$ cat src/rtl/pe_control_unit_pkg.sv
// Shared coprocessor definitions: data width, default geometry and PE FSM encodings.
package pe_control_unit_pkg;

    // Datapath width of matrix elements and of the accumulator.
    localparam int unsigned DataW        = 32;

    // Default geometry shared with the main control unit.
    localparam int unsigned DefaultAddrW = 16;
    localparam int unsigned DefaultDimW  = 8;

    // Processing-element FSM encodings.
    localparam int unsigned StateW = 3;
    typedef logic [StateW-1:0] pe_state_t;

    localparam pe_state_t StIdle    = 3'd0;
    localparam pe_state_t StLoad    = 3'd1;
    localparam pe_state_t StRequest = 3'd2;
    localparam pe_state_t StReadA   = 3'd3;
    localparam pe_state_t StReadB   = 3'd4;
    localparam pe_state_t StMac     = 3'd5;
    localparam pe_state_t StWrite   = 3'd6;
    localparam pe_state_t StDone    = 3'd7;

    // True for every state in which the PE owns (or is asking for) the memory bus.
    function automatic logic state_holds_bus(input pe_state_t st);
        return (st == StRequest) || (st == StReadA) || (st == StReadB) ||
               (st == StMac)     || (st == StWrite);
    endfunction

endpackage

$ cat src/rtl/pe_mac.sv
// Signed 32x32 multiply-accumulate: captures the A operand, then adds A*B into the accumulator.
module pe_mac
    import pe_control_unit_pkg::*;
(
    input  logic             clk_i,
    input  logic             rst_ni,
    input  logic             clear_i,
    input  logic             load_a_i,
    input  logic             mac_en_i,
    input  logic [DataW-1:0] operand_i,
    output logic [DataW-1:0] acc_o
);

    logic [DataW-1:0] a_q, a_d;
    logic [DataW-1:0] acc_q, acc_d;
    logic [DataW-1:0] product;

    // The low half of a two's-complement product is identical for signed and unsigned
    // operands, so a plain width-matched multiply gives the wrapped signed result.
    assign product = a_q * operand_i;

    // Next-state: clear wins, otherwise capture A and/or accumulate A*B.
    always_comb begin
        a_d   = a_q;
        acc_d = acc_q;
        if (clear_i) begin
            a_d   = '0;
            acc_d = '0;
        end else begin
            if (load_a_i) begin
                a_d = operand_i;
            end
            if (mac_en_i) begin
                acc_d = acc_q + product;
            end
        end
    end

    // Operand and accumulator registers.
    always_ff @(posedge clk_i or negedge rst_ni) begin
        if (!rst_ni) begin
            a_q   <= '0;
            acc_q <= '0;
        end else begin
            a_q   <= a_d;
            acc_q <= acc_d;
        end
    end

    assign acc_o = acc_q;

endmodule

$ cat src/rtl/pe_control_unit.sv
// Processing element controller: fetches row r of A and column c of B over a shared,
// arbitrated memory bus, accumulates their dot product and writes C[r][c].
module pe_control_unit
    import pe_control_unit_pkg::*;
#(
    parameter int unsigned ADDR_W = DefaultAddrW,
    parameter int unsigned DIM_W  = DefaultDimW
) (
    input  logic              i_Clock,
    input  logic              i_Reset_n,
    // Job offer from the main control unit
    input  logic              i_Indexes_Ready,
    input  logic [DIM_W-1:0]  i_Row_Index,
    input  logic [DIM_W-1:0]  i_Column_Index,
    input  logic [DIM_W-1:0]  i_Dimension,
    input  logic [ADDR_W-1:0] i_A_Base,
    input  logic [ADDR_W-1:0] i_B_Base,
    input  logic [ADDR_W-1:0] i_C_Base,
    output logic              o_Indexes_Received,
    // Bus arbitration
    output logic              o_Grant_Request,
    input  logic              i_Grant,
    // Synchronous memory port
    output logic [ADDR_W-1:0] o_Mem_Address,
    output logic              o_Mem_Write_Enable,
    output logic [DataW-1:0]  o_Mem_Write_Data,
    input  logic [DataW-1:0]  i_Mem_Read_Data,
    // Completion handshake
    output logic              o_Result_Ready,
    input  logic              i_Result_Ack
);

    pe_state_t         state_q, state_d;
    logic [DIM_W-1:0]  row_q, row_d;
    logic [DIM_W-1:0]  col_q, col_d;
    logic [DIM_W-1:0]  dim_q, dim_d;
    logic [DIM_W-1:0]  k_q, k_d;
    logic [ADDR_W-1:0] a_base_q, a_base_d;
    logic [ADDR_W-1:0] b_base_q, b_base_d;
    logic [ADDR_W-1:0] c_base_q, c_base_d;
    logic [ADDR_W-1:0] a_ptr_q, a_ptr_d;
    logic [ADDR_W-1:0] b_ptr_q, b_ptr_d;
    logic [ADDR_W-1:0] c_ptr_q, c_ptr_d;
    logic              idx_rcvd_q, idx_rcvd_d;

    logic              mac_clear;
    logic              mac_load_a;
    logic              mac_en;
    logic [DataW-1:0]  acc;
    logic [DIM_W-1:0]  k_inc;
    logic [2*DIM_W-1:0] row_off;

    // Full-width r*N so the row offset is not truncated before it reaches ADDR_W.
    assign row_off = (2*DIM_W)'(row_q) * (2*DIM_W)'(dim_q);
    assign k_inc   = k_q + DIM_W'(1);

    // FSM and pointer next-state. A missing grant in any bus state retreats to REQUEST
    // without side effects, so the same k is re-read once the bus comes back.
    always_comb begin
        state_d    = state_q;
        row_d      = row_q;
        col_d      = col_q;
        dim_d      = dim_q;
        k_d        = k_q;
        a_base_d   = a_base_q;
        b_base_d   = b_base_q;
        c_base_d   = c_base_q;
        a_ptr_d    = a_ptr_q;
        b_ptr_d    = b_ptr_q;
        c_ptr_d    = c_ptr_q;
        idx_rcvd_d = 1'b0;
        mac_clear  = 1'b0;
        mac_load_a = 1'b0;
        mac_en     = 1'b0;

        case (state_q)
            StIdle: begin
                if (i_Indexes_Ready) begin
                    row_d      = i_Row_Index;
                    col_d      = i_Column_Index;
                    dim_d      = i_Dimension;
                    a_base_d   = i_A_Base;
                    b_base_d   = i_B_Base;
                    c_base_d   = i_C_Base;
                    idx_rcvd_d = 1'b1;
                    state_d    = StLoad;
                end
            end

            StLoad: begin
                a_ptr_d   = a_base_q + ADDR_W'(row_off);
                b_ptr_d   = b_base_q + ADDR_W'(col_q);
                c_ptr_d   = c_base_q + ADDR_W'(row_off) + ADDR_W'(col_q);
                k_d       = '0;
                mac_clear = 1'b1;
                state_d   = StRequest;
            end

            StRequest: begin
                // k == N covers both N = 0 and a grant lost during WRITE.
                if (i_Grant) begin
                    state_d = (k_q == dim_q) ? StWrite : StReadA;
                end
            end

            StReadA: begin
                state_d = i_Grant ? StReadB : StRequest;
            end

            StReadB: begin
                if (i_Grant) begin
                    mac_load_a = 1'b1;
                    state_d    = StMac;
                end else begin
                    state_d = StRequest;
                end
            end

            StMac: begin
                if (i_Grant) begin
                    mac_en  = 1'b1;
                    k_d     = k_inc;
                    a_ptr_d = a_ptr_q + ADDR_W'(1);
                    b_ptr_d = b_ptr_q + ADDR_W'(dim_q);
                    state_d = (k_inc == dim_q) ? StWrite : StReadA;
                end else begin
                    state_d = StRequest;
                end
            end

            StWrite: begin
                state_d = i_Grant ? StDone : StRequest;
            end

            StDone: begin
                if (i_Result_Ack) begin
                    state_d = StIdle;
                end
            end

            default: state_d = StIdle;
        endcase
    end

    // State, job registers and pointers; reset aborts any job in flight.
    always_ff @(posedge i_Clock or negedge i_Reset_n) begin
        if (!i_Reset_n) begin
            state_q    <= StIdle;
            row_q      <= '0;
            col_q      <= '0;
            dim_q      <= '0;
            k_q        <= '0;
            a_base_q   <= '0;
            b_base_q   <= '0;
            c_base_q   <= '0;
            a_ptr_q    <= '0;
            b_ptr_q    <= '0;
            c_ptr_q    <= '0;
            idx_rcvd_q <= 1'b0;
        end else begin
            state_q    <= state_d;
            row_q      <= row_d;
            col_q      <= col_d;
            dim_q      <= dim_d;
            k_q        <= k_d;
            a_base_q   <= a_base_d;
            b_base_q   <= b_base_d;
            c_base_q   <= c_base_d;
            a_ptr_q    <= a_ptr_d;
            b_ptr_q    <= b_ptr_d;
            c_ptr_q    <= c_ptr_d;
            idx_rcvd_q <= idx_rcvd_d;
        end
    end

    // Datapath: A is captured in READ_B, B arrives on the read bus during MAC.
    pe_mac u_pe_mac (
        .clk_i     (i_Clock),
        .rst_ni    (i_Reset_n),
        .clear_i   (mac_clear),
        .load_a_i  (mac_load_a),
        .mac_en_i  (mac_en),
        .operand_i (i_Mem_Read_Data),
        .acc_o     (acc)
    );

    // Outputs: the memory port is gated by i_Grant so a lost grant never issues an access.
    always_comb begin
        o_Indexes_Received = idx_rcvd_q;
        o_Grant_Request    = state_holds_bus(state_q);
        o_Result_Ready     = (state_q == StDone);
        o_Mem_Address      = '0;
        o_Mem_Write_Enable = 1'b0;
        o_Mem_Write_Data   = '0;
        if (i_Grant) begin
            case (state_q)
                StReadA: o_Mem_Address = a_ptr_q;
                StReadB: o_Mem_Address = b_ptr_q;
                StWrite: begin
                    o_Mem_Address      = c_ptr_q;
                    o_Mem_Write_Enable = 1'b1;
                    o_Mem_Write_Data   = acc;
                end
                default: ;
            endcase
        end
    end

endmodule

$ cat config.mk
export PLATFORM = sky130hd
export DESIGN_NAME = pe_control_unit
export DESIGN_NICKNAME = d
export VERILOG_FILES = /design/src/rtl/pe_control_unit_pkg.sv /design/src/rtl/pe_mac.sv /design/src/rtl/pe_control_unit.sv
export SDC_FILE = /design/constraint.sdc
export NUM_CORES = 2
export LEC_CHECK = 0
export ABC_AREA = 1
export BUFFER_PORTS_ARGS = -buffer_cell sky130_fd_sc_hd__clkbuf_2
export CORE_AREA = 3 3 232 234
export DETAILED_ROUTE_END_ITERATION = 7
export DIE_AREA = 0 0 235 237
export GPL_TIMING_DRIVEN = 0
export PLACE_DENSITY = 0.78
export SLEW_MARGIN = 40
export SYNTH_ARGS = -nofsm -noshare
export SYNTH_HDL_FRONTEND = slang
export SYNTH_SLANG_ARGS = --single-unit
$ cat constraint.sdc
create_clock -name i_Clock -period 8.4 [get_ports i_Clock]
set_input_delay 0.84 -clock i_Clock [delete_from_list [all_inputs] [get_ports i_Clock]]
set_output_delay 0.84 -clock i_Clock [all_outputs]
set_load 0.005 [all_outputs]
After elaboration in Yosys (flattened, before gate mapping) --
Index checks and enable logic that the tools add are counted. W data, S select, Z words.
Word-level totals: flip-flop bits (word level) 196, logic and storage cells 80
Operators by class: mux-type cells 32, reduce and logical (&&, ||, !) cells 11, $add $sub $neg 8, equality and inequality tests 13, multipliers 2
Operators with widths (count):
- $mux W32 | 6
- $pmux W16 S2 | 2
- $add A16 B8 Y16 | 3
- $mux W16 | 3
- $pmux W16 S3 | 1
- $add A16 B16 Y16 | 2
- $add A32 B32 Y32 | 1
- $mul A32 B32 Y32 | 1
- $mux W3 | 9
- $pmux W3 S8 | 1
- $add A16 B1 Y16 const B | 1
- $eq A8 B8 Y1 | 2
- $mul A8 B8 Y16 | 1
- $pmux W8 S2 | 1
- $eq A3 B3 Y1 const B | 4
- $add A8 B1 Y8 const B | 1
- $mux W1 | 8
- $mux W8 | 1
- $eq A3 B2 Y1 const B | 2
- $ne A2 B2 Y1 const B | 3
- $reduce_bool A2 Y1 | 3
- $logic_or A1 B1 Y1 | 4
- $reduce_and A2 Y1 | 2
- $eq A3 B1 Y1 const B | 1
- 3 further kinds | 3

Depth between registers and ports, before layout --
word-level depth 5, mapped depth 34

By module --
Synthesis repeated with hierarchy kept, for this count alone.
Second synthesis, totals: cell total of the unflattened synthesis 4266, area total of the unflattened synthesis 31921.9 um2
Modules (own cells, without submodules):
- pe_mac | instances 1, cells each 2683, area each 20236.9 um2, sequential area each 1601.5 um2
- pe_control_unit | instances 1, cells each 1583, area each 11685.0 um2, sequential area each 3303.2 um2

Worst setup path after synthesis --
Ideal clock, no wire load.
path kind input port to flip-flop, from input i_Mem_Read_Data[3], to register u_pe_mac.acc_q[29], in the netlist u_pe_mac.acc_o[29], arrival 6986 ps, required time 8273 ps, setup slack 1287 ps, stages on the path 29, cells stage by stage clkbuf_1 buf_1 nand2_1 inv_1 fa_1 fa_1 fa_1 inv_1 fa_1 inv_1 fa_1 inv_1 fa_1 inv_1 fa_1 inv_1 fa_1 inv_1 ha_1 nand4_1 nor3_1 nand3_1 nand3_1 a21o_1 nand2_1 nand2_1 a21oi_1 o21ai_1 o21ai_1
On the way: cells in the longest elaborated chain, start to end 4
RTL lines:
- start: declaration | RTL line pe_control_unit.sv:27 | input logic [DataW-1:0] i_Mem_Read_Data,
- $mul A32 B32 Y32 | RTL line pe_mac.sv:20 | assign product = a_q * operand_i;
- $add A32 B32 Y32 | RTL line pe_mac.sv:34 | acc_d = acc_q + product;
- $mux W32 | RTL line pe_mac.sv:33 | if (mac_en_i) begin
- $mux W32 | RTL line pe_mac.sv:26 | if (clear_i) begin
- end signal: assignment | RTL line pe_mac.sv:43 | acc_q <= '0;
- end signal: assignment | RTL line pe_mac.sv:46 | acc_q <= acc_d;
- end: declaration | RTL line pe_mac.sv:15 | logic [DataW-1:0] acc_q, acc_d;
Every way passes these cells. The select of a mux whose other input is x is not followed. A chain may end at the register's enable or synchronous reset.

Final worst setup path --
from input i_Mem_Read_Data[7], to register u_pe_mac.acc_q[29], in the netlist u_pe_mac.acc_o[29]
The elaborated chain is that of the path after synthesis.

==> results.yml <==
critical_path:
  crit_end: "u_pe_mac.acc_o[29]"
  worst-path-max-fanout: 10
  crit_required_ps: 8800
  rr_worst_depth: 26
  r2r_end: "u_pe_mac.acc_o[30]"
  cp.arrival_ps: 8590
  cp_slowest_cell: "clkbuf_1"
  worstSetupStartpoint: "i_Mem_Read_Data[7]"
  cpPeakStageDelay_ps: 610
  r2r_slack_ps: 260
  rr_startpoint: "u_pe_mac.a_q[9]"
  crit_path_frequent_cell: "fa_1"
  crit_path_end_kind: "register"
  critical_path_class: "in -> reg"
  start_kind: "primary input"
route:
  avgViaCountPerCell: 5.42
  vias: 27500
  firstDrtPassIters: 8
  dr.first_iter.drc_count: 2422
  drcViolationCount: 2
  antenna_left: 0
  drt-total-wl_um: 100000
  wl_per_cell_um: 19.7
synthesis:
  syn_area_um2: 31200
  yosysWarnings: 0
  ys_seq_area_frac: 0.157
  synth_cell_types: 49
  ys_async_sr_fraction: 1.00
  synth_seq_cells: 196
  synthesis.nets: 5012
  synth_area_leader_cell: "fa_1"
  syn_inst: 4203
  syn_avg_cell_area_um2: 7.42
  synth_area_leaders: "fa_1 (31%), dfrtp_1 (16%), nand2_1 (14%), inv_1 (13%), ha_1 (8.6%)"
  yosysTopAreaCellShare: 0.312
  synth_edf_count: 0
  synth_ff_type: "dfrtp_1"
grt:
  grt_util_met1: 0.435
  met2_usage: 0.595
  busiest_layer: "met2"
  grt_max_degree: 69
  overflow: 0
  grt_pass1_vias: 27700
  grt_pass1_wl_um: 154000
  track_usage: 0.363
  grt_antenna_before_repair: 6
  met3_usage: 0.0819
clocking:
  postCtsSetupRepairBufs: 0
  cts_root_buffer: "clkbuf_16"
  clock_latency_ps: 480
  path_clk_slew_ps: 90
  cts_buffers: 17
  h-tree-depth: 4
  clock_path_buffers: 2
  clock_sinks: 196
  cts_hold_buffers: 0
  cts_tree: "built"
die:
  fp.dieW_um: 235
  num_rows: 84
  dieArea_um2: 55700
  start_util: 0.597
  die_y_um: 237
  num_io_pins: 161
  core_um2: 52200
cells_and_area:
  area_delta_synth_final_pct: 7.61
  finalNetCount: 5179
  drive_above_1_share: 0.0611
timing:
  hold_violations: 0
  finClkSkew_ps: 11.9
  drv_slew: 0
  fin_crit_sh: 0.976
  tightest_slew_ps: 950
  worst_slack_ps: 204
  max_freq_ghz: 0.122
  slew_headroom: 0.367
  timing.final.crit_period_ps: 8200
  grt_setup_unrepaired: "false"
  final-setup-viol-count: 0
  tns_ps: 0
worst_hold_path:
  holdCritPathClass: "in -> async"
run:
  drv_cap: 0
placement:
  post-dp-hpwl_um: 81500
  gp_congestion: 1.04
  dp_slack_ps: -436
  placement.io_buffers: 147
outcome:
  outcome: "complete, but fails checks"
  violations: "DRC"
==> stage by stage <==
stage / std cells / utilization / instance area, um2 / hold WS (ps)
after floorplan: 4203 / - / 31200 / 442
after global placement: 5038 / 0.627 / 32800 / 458
after detailed placement: 5041 / 0.630 / 32900 / 470
after CTS: 5073 / 0.642 / 33500 / 182
after global routing: 5072 / 0.642 / 33500 / 183
final: 5076 / 0.642 / 33500 / 190
==> layer usage <==
metal / routed length, um / vias to the layer above
li1: - / 12600
met1: 36000 / 13100
met2: 46500 / 1390
met3: 9890 / 366
met4: 7690 / 2
met5: 12 / -
==> worst min path at each step <==
stage / cells past startpoint / slack (ps) / to / startpoint
floorplan: 2 / 440 / c_ptr_q[1] / c_ptr_q[1]
global placement: 2 / 460 / c_ptr_q[1] / c_ptr_q[1]
detailed placement: 2 / 470 / b_base_q[7] / b_base_q[7]
CTS: 1 / 180 / b_base_q[6] / i_Reset_n
global route: 1 / 180 / b_base_q[6] / i_Reset_n
finish: 1 / 190 / b_base_q[6] / i_Reset_n
==> registers in the layout, summed over array words and instances, names as in the netlist <==
| signal | cells |
|---|---|
| c_base_q | 16 |
| a_ptr_q | 16 |
| state_q | 3 |
| row_q | 8 |
| u_pe_mac.a_q | 32 |
| b_base_q | 16 |
| k_q | 8 |
| col_q | 8 |
| dim_q | 8 |
| c_ptr_q | 16 |
| a_base_q | 16 |
| b_ptr_q | 16 |
| u_pe_mac.acc_o | 32 |
| o_Indexes_Received | 1 |
==> critical path, delay by kind of cell <==
kind                     cells  cell delay, ps
buffers and inverters        9            1540
adder cells (fa/ha/maj)      9            4310
AND/OR/NAND/NOR              4             590
AO/OA/AOI/OAI                7            1300
==> logic make-up after synthesis <==
| family | Yosys count | share of synthesized area |
|---|---|---|
| simple gates | 1534 | 0.198 |
| compound gates | 385 | 0.0678 |
| xor+xnor | 60 | 0.0169 |
| fa+ha+maj | 700 | 0.398 |
| flops | 196 | 0.157 |
| buf+inv | 1328 | 0.162 |
==> timing repair <==
item,in CTS,in global routing
resized for setup,0,10
setup endpoints to repair,0,8
hold endpoints to repair,0,0
==> cells in the mapped netlist (2+ instances only) <==
cell type	instances
nor3b_1	2
a22oi_1	4
o21ai_0	133
or2_4	2
nand3b_1	14
nor2_4	3
nand3_1	167
o21ai_1	29
a211oi_1	4
nor3_1	25
a21o_1	5
fa_1	486
xor2_1	39
nand4_1	12
buf_6	3
nand2_1	1173
nor2_1	117
o31ai_1	7
a31oi_1	24
nor2_2	2
o21bai_1	3
nor3_2	2
a21boi_0	2
or2_1	2
ha_1	214
and2_1	4
o221ai_1	6
inv_1	1117
a21boi_1	2
dfrtp_1	196
buf_1	26
buf_2	24
inv_2	18
o211ai_1	12
a21oi_1	132
clkinv_1	3
clkbuf_1	135
or2_2	2
xnor2_1	21
o22ai_1	18
nor4_1	5
==> layout by cell type (no fill, tap or decap), drive strengths merged <==
cell type,count
clkbuf,298
a211oi,4
a21o,5
o31ai,7
bufinv,1
a32oi,1
or2,7
fa,486
nand4,12
nor2,122
xnor2,21
o311ai,1
o22ai,18
a22oi,4
nor3b,2
and2,4
nor3,27
o211ai,12
a21oi,132
clkinv,11
o21a,1
nand3b,14
nor4,5
xor2,39
nand2,1174
o221ai,6
diode,5
ha,214
dfrtp,196
o21bai,3
buf,57
a31oi,24
o21ai,162
o31a,1
a21boi,4
inv,1141
nand3,167
==> layout make-up <==
class                      instances  area (um2)
multi-input combinational       2679       21200
fill                            4674       18700
sequential                       196        4900
inverter                        1139        4280
tap                              688         861
timing repair buffer             151         838
buffer                           186         786
clock buffer                      18         439
clock inverter                    14         196
antenna                            5        12.5
Power is not shown: default switching activity piles up to over one toggle a cycle in this logic, so the estimate is an artifact.
